**src/rtl/cmd_sequencer_pkg.sv**
```systemverilog
// Shared command codes, default widths and sequencer state encoding.
package cmd_sequencer_pkg;
  localparam int CMD_W_DEF = 3;
  localparam int ARG_W_DEF = 32;

  localparam logic [2:0] CMD_NOP     = 3'd0;
  localparam logic [2:0] CMD_ADVANCE = 3'd1;
  localparam logic [2:0] CMD_STEP    = 3'd2;
  localparam logic [2:0] CMD_RUN     = 3'd3;
  localparam logic [2:0] CMD_STOP    = 3'd4;
  localparam logic [2:0] CMD_LOAD    = 3'd5;
  localparam logic [2:0] CMD_CLEAR   = 3'd6;

  typedef enum logic [1:0] {
    ST_IDLE      = 2'd0,
    ST_ISSUE     = 2'd1,
    ST_WAIT_DONE = 2'd2
  } seq_state_e;
endpackage

```
**src/rtl/cmd_sequencer_slot.sv**
```systemverilog
// One-deep per-source command buffer with saturating ADVANCE merge and drop detect.
module cmd_slot
  import cmd_sequencer_pkg::*;
#(
  parameter int CMD_W = CMD_W_DEF,
  parameter int ARG_W = ARG_W_DEF
) (
  input  logic             clk,
  input  logic             reset,
  input  logic             req_valid_i,
  input  logic [CMD_W-1:0] req_cmd_i,
  input  logic [ARG_W-1:0] req_arg_i,
  input  logic             clr_i,
  output logic             pending_o,
  output logic [CMD_W-1:0] cmd_o,
  output logic [ARG_W-1:0] arg_o,
  output logic             drop_o
);
  logic             pending_q, pending_d;
  logic [CMD_W-1:0] cmd_q, cmd_d;
  logic [ARG_W-1:0] arg_q, arg_d;
  logic [ARG_W:0]   sum;
  logic             both_adv;

  always_comb begin
    pending_d = pending_q;
    cmd_d     = cmd_q;
    arg_d     = arg_q;
    drop_o    = 1'b0;
    sum       = {1'b0, arg_q} + {1'b0, req_arg_i};
    both_adv  = (cmd_q == CMD_W'(CMD_ADVANCE)) && (req_cmd_i == CMD_W'(CMD_ADVANCE));
    if (req_valid_i) begin
      // A slot being handed off this edge takes the new command fresh.
      if (!pending_q || clr_i) begin
        pending_d = 1'b1;
        cmd_d     = req_cmd_i;
        arg_d     = req_arg_i;
      end else if (both_adv) begin
        arg_d = sum[ARG_W] ? '1 : sum[ARG_W-1:0];
      end else begin
        drop_o = 1'b1;
      end
    end else if (clr_i) begin
      pending_d = 1'b0;
    end
  end

  always_ff @(posedge clk or posedge reset) begin
    if (reset) begin
      pending_q <= 1'b0;
      cmd_q     <= '0;
      arg_q     <= '0;
    end else begin
      pending_q <= pending_d;
      cmd_q     <= cmd_d;
      arg_q     <= arg_d;
    end
  end

  assign pending_o = pending_q;
  assign cmd_o     = cmd_q;
  assign arg_o     = arg_q;
endmodule

```
**src/rtl/cmd_sequencer.sv**
```systemverilog
// Merges per-source command pulses into one round-robin, single-outstanding engine stream.
module cmd_sequencer
  import cmd_sequencer_pkg::*;
#(
  parameter int NREQ  = 3,
  parameter int CMD_W = CMD_W_DEF,
  parameter int ARG_W = ARG_W_DEF
) (
  input  logic                  clk,
  input  logic                  reset,
  input  logic [NREQ*CMD_W-1:0] req_cmd,
  input  logic [NREQ*ARG_W-1:0] req_arg0,
  input  logic [NREQ-1:0]       req_valid,
  input  logic                  hold,
  input  logic                  drop_clr,
  output logic [CMD_W-1:0]      out_cmd,
  output logic [ARG_W-1:0]      out_arg0,
  output logic                  out_valid,
  input  logic                  out_ready,
  input  logic                  engine_done,
  output logic [2:0]            grant_id,
  output logic                  busy,
  output logic [NREQ-1:0]       drop_flags
);
  localparam int SW = (NREQ > 1) ? $clog2(NREQ) : 1;

  logic [NREQ-1:0]            pend, drop, clr;
  logic [NREQ-1:0][CMD_W-1:0] slot_cmd;
  logic [NREQ-1:0][ARG_W-1:0] slot_arg;

  seq_state_e       state_q;
  logic [SW-1:0]    last_q, grant_q;
  logic [CMD_W-1:0] out_cmd_q;
  logic [ARG_W-1:0] out_arg_q;
  logic             out_valid_q, busy_q;
  logic [NREQ-1:0]  drop_q;

  logic          hs, found;
  logic [SW-1:0] sel, idx;

  assign hs = (state_q == ST_ISSUE) && out_valid_q && out_ready;

  for (genvar g = 0; g < NREQ; g++) begin : g_slot
    assign clr[g] = hs && (grant_q == SW'(g));
    cmd_slot #(.CMD_W(CMD_W), .ARG_W(ARG_W)) u_slot (
      .clk        (clk),
      .reset      (reset),
      .req_valid_i(req_valid[g]),
      .req_cmd_i  (req_cmd[g*CMD_W +: CMD_W]),
      .req_arg_i  (req_arg0[g*ARG_W +: ARG_W]),
      .clr_i      (clr[g]),
      .pending_o  (pend[g]),
      .cmd_o      (slot_cmd[g]),
      .arg_o      (slot_arg[g]),
      .drop_o     (drop[g])
    );
  end

  // Rotate the scan start to last+1, then take the first pending source.
  always_comb begin
    found = 1'b0;
    sel   = '0;
    idx   = '0;
    for (int k = 1; k <= NREQ; k++) begin
      idx = SW'((int'(last_q) + k) % NREQ);
      if (!found && pend[idx]) begin
        found = 1'b1;
        sel   = idx;
      end
    end
  end

  always_ff @(posedge clk or posedge reset) begin
    if (reset) begin
      state_q     <= ST_IDLE;
      last_q      <= SW'(NREQ - 1);
      grant_q     <= '0;
      out_cmd_q   <= '0;
      out_arg_q   <= '0;
      out_valid_q <= 1'b0;
      busy_q      <= 1'b0;
    end else begin
      case (state_q)
        ST_IDLE: if (!hold && found) begin
          out_cmd_q   <= slot_cmd[sel];
          out_arg_q   <= slot_arg[sel];
          out_valid_q <= 1'b1;
          grant_q     <= sel;
          last_q      <= sel;
          busy_q      <= 1'b1;
          state_q     <= ST_ISSUE;
        end
        ST_ISSUE: if (out_ready) begin
          out_valid_q <= 1'b0;
          state_q     <= ST_WAIT_DONE;
        end
        ST_WAIT_DONE: if (engine_done) begin
          busy_q  <= 1'b0;
          state_q <= ST_IDLE;
        end
        default: begin
          out_valid_q <= 1'b0;
          busy_q      <= 1'b0;
          state_q     <= ST_IDLE;
        end
      endcase
    end
  end

  // A new drop on the clearing edge still leaves its flag set.
  always_ff @(posedge clk or posedge reset) begin
    if (reset) drop_q <= '0;
    else       drop_q <= (drop_clr ? '0 : drop_q) | drop;
  end

  assign out_cmd    = out_cmd_q;
  assign out_arg0   = out_arg_q;
  assign out_valid  = out_valid_q;
  assign grant_id   = 3'(grant_q);
  assign busy       = busy_q;
  assign drop_flags = drop_q;
endmodule

```
**config.mk**
```make
export PLATFORM = sky130hd
export DESIGN_NAME = cmd_sequencer
export DESIGN_NICKNAME = d
export VERILOG_FILES = /design/src/rtl/cmd_sequencer_pkg.sv /design/src/rtl/cmd_sequencer_slot.sv /design/src/rtl/cmd_sequencer.sv
export SDC_FILE = /design/constraint.sdc
export NUM_CORES = 1
export LEC_CHECK = 0
export ABC_AREA = 1
export BUFFER_PORTS_ARGS = -buffer_cell sky130_fd_sc_hd__buf_4
export CAP_MARGIN = 20
export CELL_PAD_IN_SITES_DETAIL_PLACEMENT = 1
export CELL_PAD_IN_SITES_GLOBAL_PLACEMENT = 2
export CORE_MARGIN = 4
export CORE_UTILIZATION = 32
export CTS_CLUSTER_DIAMETER = 50
export CTS_CLUSTER_SIZE = 12
export DETAILED_ROUTE_END_ITERATION = 10
export PLACE_DENSITY_LB_ADDON = 0.1
export SLEW_MARGIN = 25
export SYNTH_ARGS = -nofsm -noshare
export SYNTH_HDL_FRONTEND = slang
export SYNTH_HIERARCHICAL = 1
export SYNTH_SLANG_ARGS = --single-unit
```
**constraint.sdc**
```tcl
create_clock -name clk -period 2.48 [get_ports clk]
set_input_delay 0.496 -clock clk [delete_from_list [all_inputs] [get_ports clk]]
set_output_delay 0.496 -clock clk [all_outputs]
set_load 0.01 [all_outputs]
```
==> summary.txt, run 1 <==
Floorplan
  • Die Y: approximately 230 um
  • Initial Utilization: 0.3246
  • Die W: around 230 um
  • CORE AREA: approximately 49000 um^2
  • Die Footprint: roughly 53000 um^2
  • # rows: a little over 80
  • # IOs: approximately 160

Route
  • Routed WL: approximately 67000 um
  • Vias: about 17000
  • Detailed Route Iter0 Violations: between 900 and 1000
  • DR vias/cell: 4.801
  • Routed wire length per instance: between 15 and 20 um
  • # DRC: 0
  • Antenna Nets Post-Route: 0
  • First-pass DRT Iterations: 5

Power and ir drop
  • Power density cells: around 1400 nW/um^2
  • Leak pwr: ~12 nW
  • Clock power share: 0.105
  • Switching portion of total power: 0.5403
  • Worst VDD drop: about 620 uV
  • Sequential share of power: 0.184
  • NetSw: about 0.014 W
  • Internal: roughly 0.012 W
  • Combinational Power Share: 0.711
  • Tot Pwr: approximately 0.026 W

Logic synthesis
  • Post-synth top area share: 0.2641
  • Synth top cells by count: 1120 x nand2_1, 433 x inv_1, 336 x nor2_1
  • Post-synth EDFFs: 0
  • Top post-synthesis cells by area: nand2_1 26%, dfrtp_1 24%, inv_1 10%
  • Yosys reg bits: around 150
  • Mapped Area: 15920 um^2
  • Mapped Cells: about 2700
  • Count leader, synth: nand2_1
  • Avg Inst Size Synth: just under 6 um^2
  • Sequential share of the synthesized area: 0.2406
  • Ys async rst share: 1.000
  • Post-synthesis cell type count: 39
  • Cell taking the most area after synthesis: nand2_1
  • Synth Flop Type: dfrtp_1
  • Synth warn: 6
  • Syn Nets: 2934

Clock tree
  • Root buffer cell: clkbuf_16
  • CTS Hold Bufs: 0
  • CTS tree: built
  • CTS H-tree depth: 4
  • Max clock buf depth: 2
  • Clock transition at the registers of the reported paths: around 0.08 ns
  • CTS buffer count: 17
  • Clock Sinks: approximately 150
  • Worst skew pair latency: roughly 0.49 ns

Place
  • Input/output buffers: approximately 160
  • Hpwl dp: 54730 um
  • Final GP Congestion: between 0.9 and 1
  • Dpl ws: -0.2128 ns

Worst setup path
  • CP Max Fanout: 3
  • CP Launch Type: register
  • Req. time, crit path: 2.87 ns
  • CP arrival: about 2.8 ns
  • Worst setup EP type: register
  • Critical path class: register to register

STA
  • Endpoints failing hold: 0
  • Slew Limit Fails: 0
  • Min Hold Slack: 0.03132 ns
  • Slew Limit Headroom: 0.5931
  • Fin crit share: 0.9520
  • Setup_tns: 0 ns
  • Least-Margin Pin Slew: slightly above 0.6 ns
  • Min cycle time layout: 2.361 ns
  • Clock Skew: 0.01730 ns
  • Final WS setup: between 0.1 and 0.15 ns
  • Final setup vio count: 0
  • Max Clk Rate: roughly 420 MHz

Status
  • Outcome: finished clean

GRT
  • Vias in the first global route: about 18000
  • First-pass GRT wire length: 102500 um
  • Initial antenna violation count: 0
  • Largest net degree at the start of global routing: 65
  • GRT Total Usage: 0.2475
  • Gr ovfl total: 0

Cells and area
  • Fin nets: about 3200
  • Area added between synthesis and finish: 21.68%
  • Post-layout util: 0.3949
  • # diodes: 0
  • Share of layout cells above drive strength 1: 0.1403

Job
  • Max-cap violation count: 0

Worst hold path
  • HP Class: input port to asynchronous set/reset pin
-- placed cells by master, fill, tap and decap left out, types with 4 or more instances in the layout --
cell       netlist  final
dfrtp_1        152    152
and2_1          24     24
inv_6            0      6
nand3_1        186    182
nor3_1          16     14
ha_1           100     96
nor2_4           5      5
a21oi_2          3      4
nand2_1       1120   1107
clkbuf_16        0     21
o21ai_0         22     22
nand4_1         18     18
buf_6           17      4
nand3b_1         4      4
buf_8            0      5
nand3_4          0      4
nor2_1         336    335
o21ai_2          4      4
nand3_2          8      8
a21oi_1         66     65
buf_4            5    246
o21a_1          32     32
inv_1          433    431
o21ai_1          6      6
nand2_2          8     20
o211ai_2        30     30
or2_2            9      9
xor2_1           6      6
inv_2            8      9
xnor2_1         39     39
buf_12           0     11
-- metrics by stage --
step	instance area (um^2)	std cells
finish	19370	3622
global route	19370	3622
CTS	19050	3613
detailed placement	18470	3581
global placement	18470	3581
floorplan	15920	2717
-- power groups by stage --
stage	combinational (W)	clock (W)	sequential, W
finish	0.0188	0.00276	0.00486
CTS	0.0180	0.00286	0.00484
global route	0.0209	0.00293	0.00499
detailed placement	0.0179	0	0.00487
floorplan	0.0118	0	0.00450
global placement	0.0175	0	0.00484
-- timing repair --
action                                  CTS  global route
cloned                                    0             4
endpoints found under the setup margin    3           119
setup buffers                             0             5
resized for setup                         3            45
pin swaps                                 0             4
-- per-layer routing --
| layer | track usage | share of wire | vias to the layer above | routed length (um) |
|---|---|---|---|---|
| met2 | 0.4141 | 0.47 | 249 | 31410 |
| li1 | - | - | 8742 | - |
| met5 | 0 | 0 | - | 0 |
| met3 | 0.02876 | 0.030 | 59 | 1970 |
| met4 | 0.06503 | 0.022 | 0 | 1472 |
| met1 | 0.3403 | 0.48 | 8341 | 31710 |
-- worst paths after layout --
path	cells after the start	startpoint	end	slack (ns)
max	12	g_slot[1].u_slot/arg_o[23]	g_slot[1].u_slot/arg_o[27]	0.12
min	2	reset	g_slot[1].u_slot/pending_o	0.03
max reg2reg	12	g_slot[1].u_slot/arg_o[23]	g_slot[1].u_slot/arg_o[27]	0.12
min reg2reg	2	drop_flags[0]	drop_flags[0]	0.52
max in group asynchronous	3	reset	last_q[1]	1.82
min in group clk	2	drop_clr	drop_flags[2]	0.21
-- final cells by class --
cell class | instances | area, um^2
Clock buffer | 18 | 439.2
Inverter | 441 | 1658
Sequential cell | 153 | 3830
Multi-Input combinational cell | 2061 | 10160
Fill cell | 6655 | 29680
Clock inverter | 14 | 133.9
Timing Repair Buffer | 271 | 2315
Tap cell | 664 | 830.8
-- worst max-delay path, stage by stage (launching register included) --
cell and delay (ns):
dfrtp_1 0.39, ha_1 0.34, buf_4 0.14, nand2_1 0.08, nor2_1 0.20, inv_1 0.07
nor3_1 0.39, and2_1 0.20, nand2_1 0.15, nand3_1 0.12, nand3_1 0.08, nand2_1 0.06
nand2_1 0.04
-- registers in the layout, indices dropped and copies added (netlist names) --
signal	cells
busy	1
drop_flags	3
g_slot.u_slot/arg_o	96
g_slot.u_slot/cmd_o	9
g_slot.u_slot/pending_o	3
grant_q	1
last_q	2
out_arg0	32
out_cmd	3
out_valid	1
state_q	2
-- cells by family (layout without fill, tap and decap cells) --
group / count (synthesis) / count (layout) / share of synthesized area
buffers and inverters: 503 / 744 / 0.1296
xor gates and xnor gates: 45 / 45 / 0.02476
other: 1 / 1 / 0.0002355
adders and majority gates: 103 / 103 / 0.08236
AOI/OAI and AO/OA: 175 / 175 / 0.07993
and+or+nand+nor: 1737 / 1737 / 0.4425
DFF: 153 / 153 / 0.2406
Power figures use the tool's default switching activity.
==> run 2: changes to the inputs <==
--- a/config.mk
+++ b/config.mk
@@ -16,6 +16,7 @@
 export CTS_CLUSTER_SIZE = 12
 export DETAILED_ROUTE_END_ITERATION = 10
 export PLACE_DENSITY_LB_ADDON = 0.1
+export REMOVE_ABC_BUFFERS = 1
 export SLEW_MARGIN = 25
 export SYNTH_ARGS = -nofsm -noshare
 export SYNTH_HDL_FRONTEND = slang
==> run 2 against run 1 <==
Via count decreased by 0.36%. Critical path depth is the same. Wire length grew 0.55%. Design area is 0.76% higher. Critical endpoint is now g_slot[2].u_slot/arg_o[29]. Cell count unchanged. Sequential share of layout area shrank 0.14 points. Combinational power about the same. Largest cell class unchanged. Hold slack better by 0.084 ns. Core utilization increased by 0.30 points. Worst setup slack got worse by 0.032 ns. First-iteration DRC count decreased by 13%. Flip-flop and latch count stayed put.
==> summary.txt, run 2 (same netlist as run 1, synthesis figures left out) <==
Route
  • Routed wire length per instance: 18.48 um (+0.55%)
  • Vias: 17330 (-0.36%)
  • # DRC: 0 (unchanged)
  • DR vias/cell: 4.784 (-0.36%)
  • Antenna Nets Post-Route: 0 (unchanged)
  • First-pass DRT Iterations: 5 (unchanged)
  • Routed WL: 66930 um (+0.55%)
  • Detailed Route Iter0 Violations: 836 (-13%)

Cells and area
  • Number of flip-flops in the largest register: 96 (unchanged)
  • Most frequent cells in the layout: 1112 x nand2_1, 432 x inv_1, 333 x nor2_1, 243 x buf_4, 183 x nand3_1
  • Share of layout cells above drive strength 1: 0.1393 (-0.001014)
  • Post-layout util: 0.3979 (+0.002984)
  • Sequential Area: 3831 um^2 (about the same)
  • # diodes: 0 (unchanged)
  • Area added between synthesis and finish: 22.60%
  • Fin nets: 3162 (unchanged)
  • Area of the multi-input gates: 10170 um^2 (about the same)
  • Commonest non-fill, non-tap cell in the layout: nand2_1
  • FILL cells: 6693 (+0.57%)

Clock tree
  • CTS tree: built
  • CTS H-tree depth: 4 (unchanged)
  • Worst skew pair latency: 0.50 ns (about the same)
  • Root buffer cell: clkbuf_16
  • Max clock buf depth: 2 (unchanged)
  • Clock transition at the registers of the reported paths: 0.08 ns (about the same)
  • Clock Sinks: 153 (unchanged)
  • CTS buffer count: 17 (unchanged)

STA
  • Clock Skew: 0.01099 ns (-0.006313 ns)
  • Least-Margin Pin Slew: 0.6434 ns (+0.03303 ns)
  • Min Hold Slack: 0.1157 ns (+0.08438 ns)
  • Endpoints failing hold: 0 (unchanged)
  • Max Clk Rate: 417.9 MHz (-1.3%)
  • Final setup vio count: 0 (unchanged)
  • Slew Limit Fails: 0 (unchanged)
  • Fin crit share: 0.9649 (+0.01292)
  • Slew Limit Headroom: 0.5711 (-0.02202)
  • Unrepaired setup endpoints after global routing: yes
  • Min cycle time layout: 2.393 ns (+0.03204 ns)

Job
  • Max-cap violation count: 0 (unchanged)

Status
  • Outcome: finished clean

Place
  • Hpwl dp: 54510 um (-0.40%)
  • Final GP Congestion: 0.9174 (-2.1%)
  • Input/output buffers: 155 (unchanged)

Floorplan
  • Die Y: 231.1 um (unchanged)
  • # IOs: 157 (unchanged)
  • Die Footprint: 53380 um^2 (unchanged)
  • # rows: 81 (unchanged)
  • CORE AREA: 49050 um^2 (unchanged)
  • Die W: 231.1 um (unchanged)
  • Initial Utilization: 0.3246 (unchanged)

Worst setup path
  • Crit path from: g_slot[2].u_slot/arg_o[19]
  • Largest delay share family, worst path: simple AND/OR/NAND/NOR gates
  • Buf+Inv Stages, Crit Path: 2 (unchanged)
  • Reg2reg start: g_slot[2].u_slot/arg_o[19]
  • CP Launch Type: register
  • CP cell instances: ha_1 > nand2_1 > inv_1 > nand2_1 > nand2_1 > a21oi_1 > nand3_4 > a21oi_4 > clkbuf_16 > nand3_1 > nand2_1 > nand2_1
  • Worst setup EP type: register
  • Critical path class: register to register
  • CP max-delay cell: dfrtp_1
  • Req. time, crit path: 2.87 ns (about the same)
  • Cell mode on critical path: nand2_1
  • CP arrival: 2.78 ns (+0.03 ns)
  • Delay of the slowest critical-path stage: 0.43 ns (+0.04 ns)
  • CP Max Fanout: 8 (+5)

Worst hold path
  • HP Class: input port to asynchronous set/reset pin

GRT
  • Vias in the first global route: 18010 (+0.72%)
  • GRT Total Usage: 0.2465 (-0.001013)
  • First-pass GRT wire length: 101600 um (-0.88%)
  • Gr ovfl total: 0 (unchanged)
  • Initial antenna violation count: 1 (+1)
  • Largest net degree at the start of global routing: 65 (unchanged)

Power and ir drop
  • Leak pwr: 11.61 nW (+0.64%)
  • Power density cells: 1377 nW/um^2 (+1.1%)
  • Worst VDD drop: 737.8 uV (+18%)
## run 2: changes by cell type in the layout (fill, tap and decap cells not counted), moves of 3 or more
cell | previous run | this run
inv_8 | 1 | 5
buf_12 | 11 | 18
nand2_2 | 20 | 14
nand2_1 | 1107 | 1112
buf_8 | 5 | 1
buf_4 | 246 | 243
clkinv_2 | 3 | 0
## run 2: timing repair
item / CTS / global route
gates resized for setup: 2 / 33
setup endpoints to repair: 7 / 112
pin swaps: 0 / 6
hold buffers: 0 / 0
buffers inserted: 0 / 7
gates cloned: 1 / 7
## run 2: stage by stage
| stage | std cells | power [W] | setup slack (ns) | TNS [ns] | area (um^2) |
|---|---|---|---|---|---|
| 2_1_floorplan | 2655 | 0.01564 | -0.4895 | -33.83 | 15510 |
| 3_3_place_gp | 3575 | 0.02234 | -0.1178 | -1.348 | 18470 |
| 3_5_place_dp | 3575 | 0.02276 | -0.1567 | -7.286 | 18470 |
| 4_1_cts | 3608 | 0.02615 | 0.002342 | 0 | 19150 |
| 5_1_grt | 3622 | 0.02934 | -0.03696 | -0.1758 | 19520 |
| 6_report | 3622 | 0.02688 | 0.08711 | 0 | 19520 |
## run 2: routing by layer
metal | vias to the layer above | GRT usage | wire (um)
met5 | - | 0 | 11
met1 | 8304 | 0.3198 | 31050
met2 | 198 | 0.4292 | 32520
met4 | 2 | 0.07574 | 1795
li1 | 8757 | - | -
met3 | 67 | 0.02999 | 1551
## run 2: where the power goes
part           switching [W]  internal, W  total [W]
clock                0.00136      0.00163    0.00300
sequential           0.00127      0.00364    0.00492
combinational         0.0117      0.00729     0.0190
## run 2: worst paths after layout
kind | endpoint | slack (ns) | depth (start not counted)
worst min register to register | busy | 0.52 | 2
max in group asynchronous | out_arg0[4] | 1.71 | 3
worst min-delay path | out_arg0[30] | 0.12 | 2
min in group clk | drop_flags[0] | 0.21 | 2
worst max-delay path | g_slot[2].u_slot/arg_o[29] | 0.09 | 12
worst max register to register | g_slot[2].u_slot/arg_o[29] | 0.09 | 12
## run 2: cell type report
cell class                 count  area share
clock buffer                  17     0.02180
clock inverter                15     0.01064
inverter                     441     0.08481
multi-input combinational   2061      0.5209
sequential                   153      0.1963
tap                          664     0.04257
timing repair buffer         271      0.1230
## run 2: worst reg2reg max path, stage by stage, from the launching register on
cell and delay, ns:
dfrtp_1 0.43, ha_1 0.37, nand2_1 0.14, inv_1 0.05, nand2_1 0.06, nand2_1 0.06
a21oi_1 0.28, nand3_4 0.16, a21oi_4 0.31, clkbuf_16 0.23, nand3_1 0.08, nand2_1 0.07
nand2_1 0.05
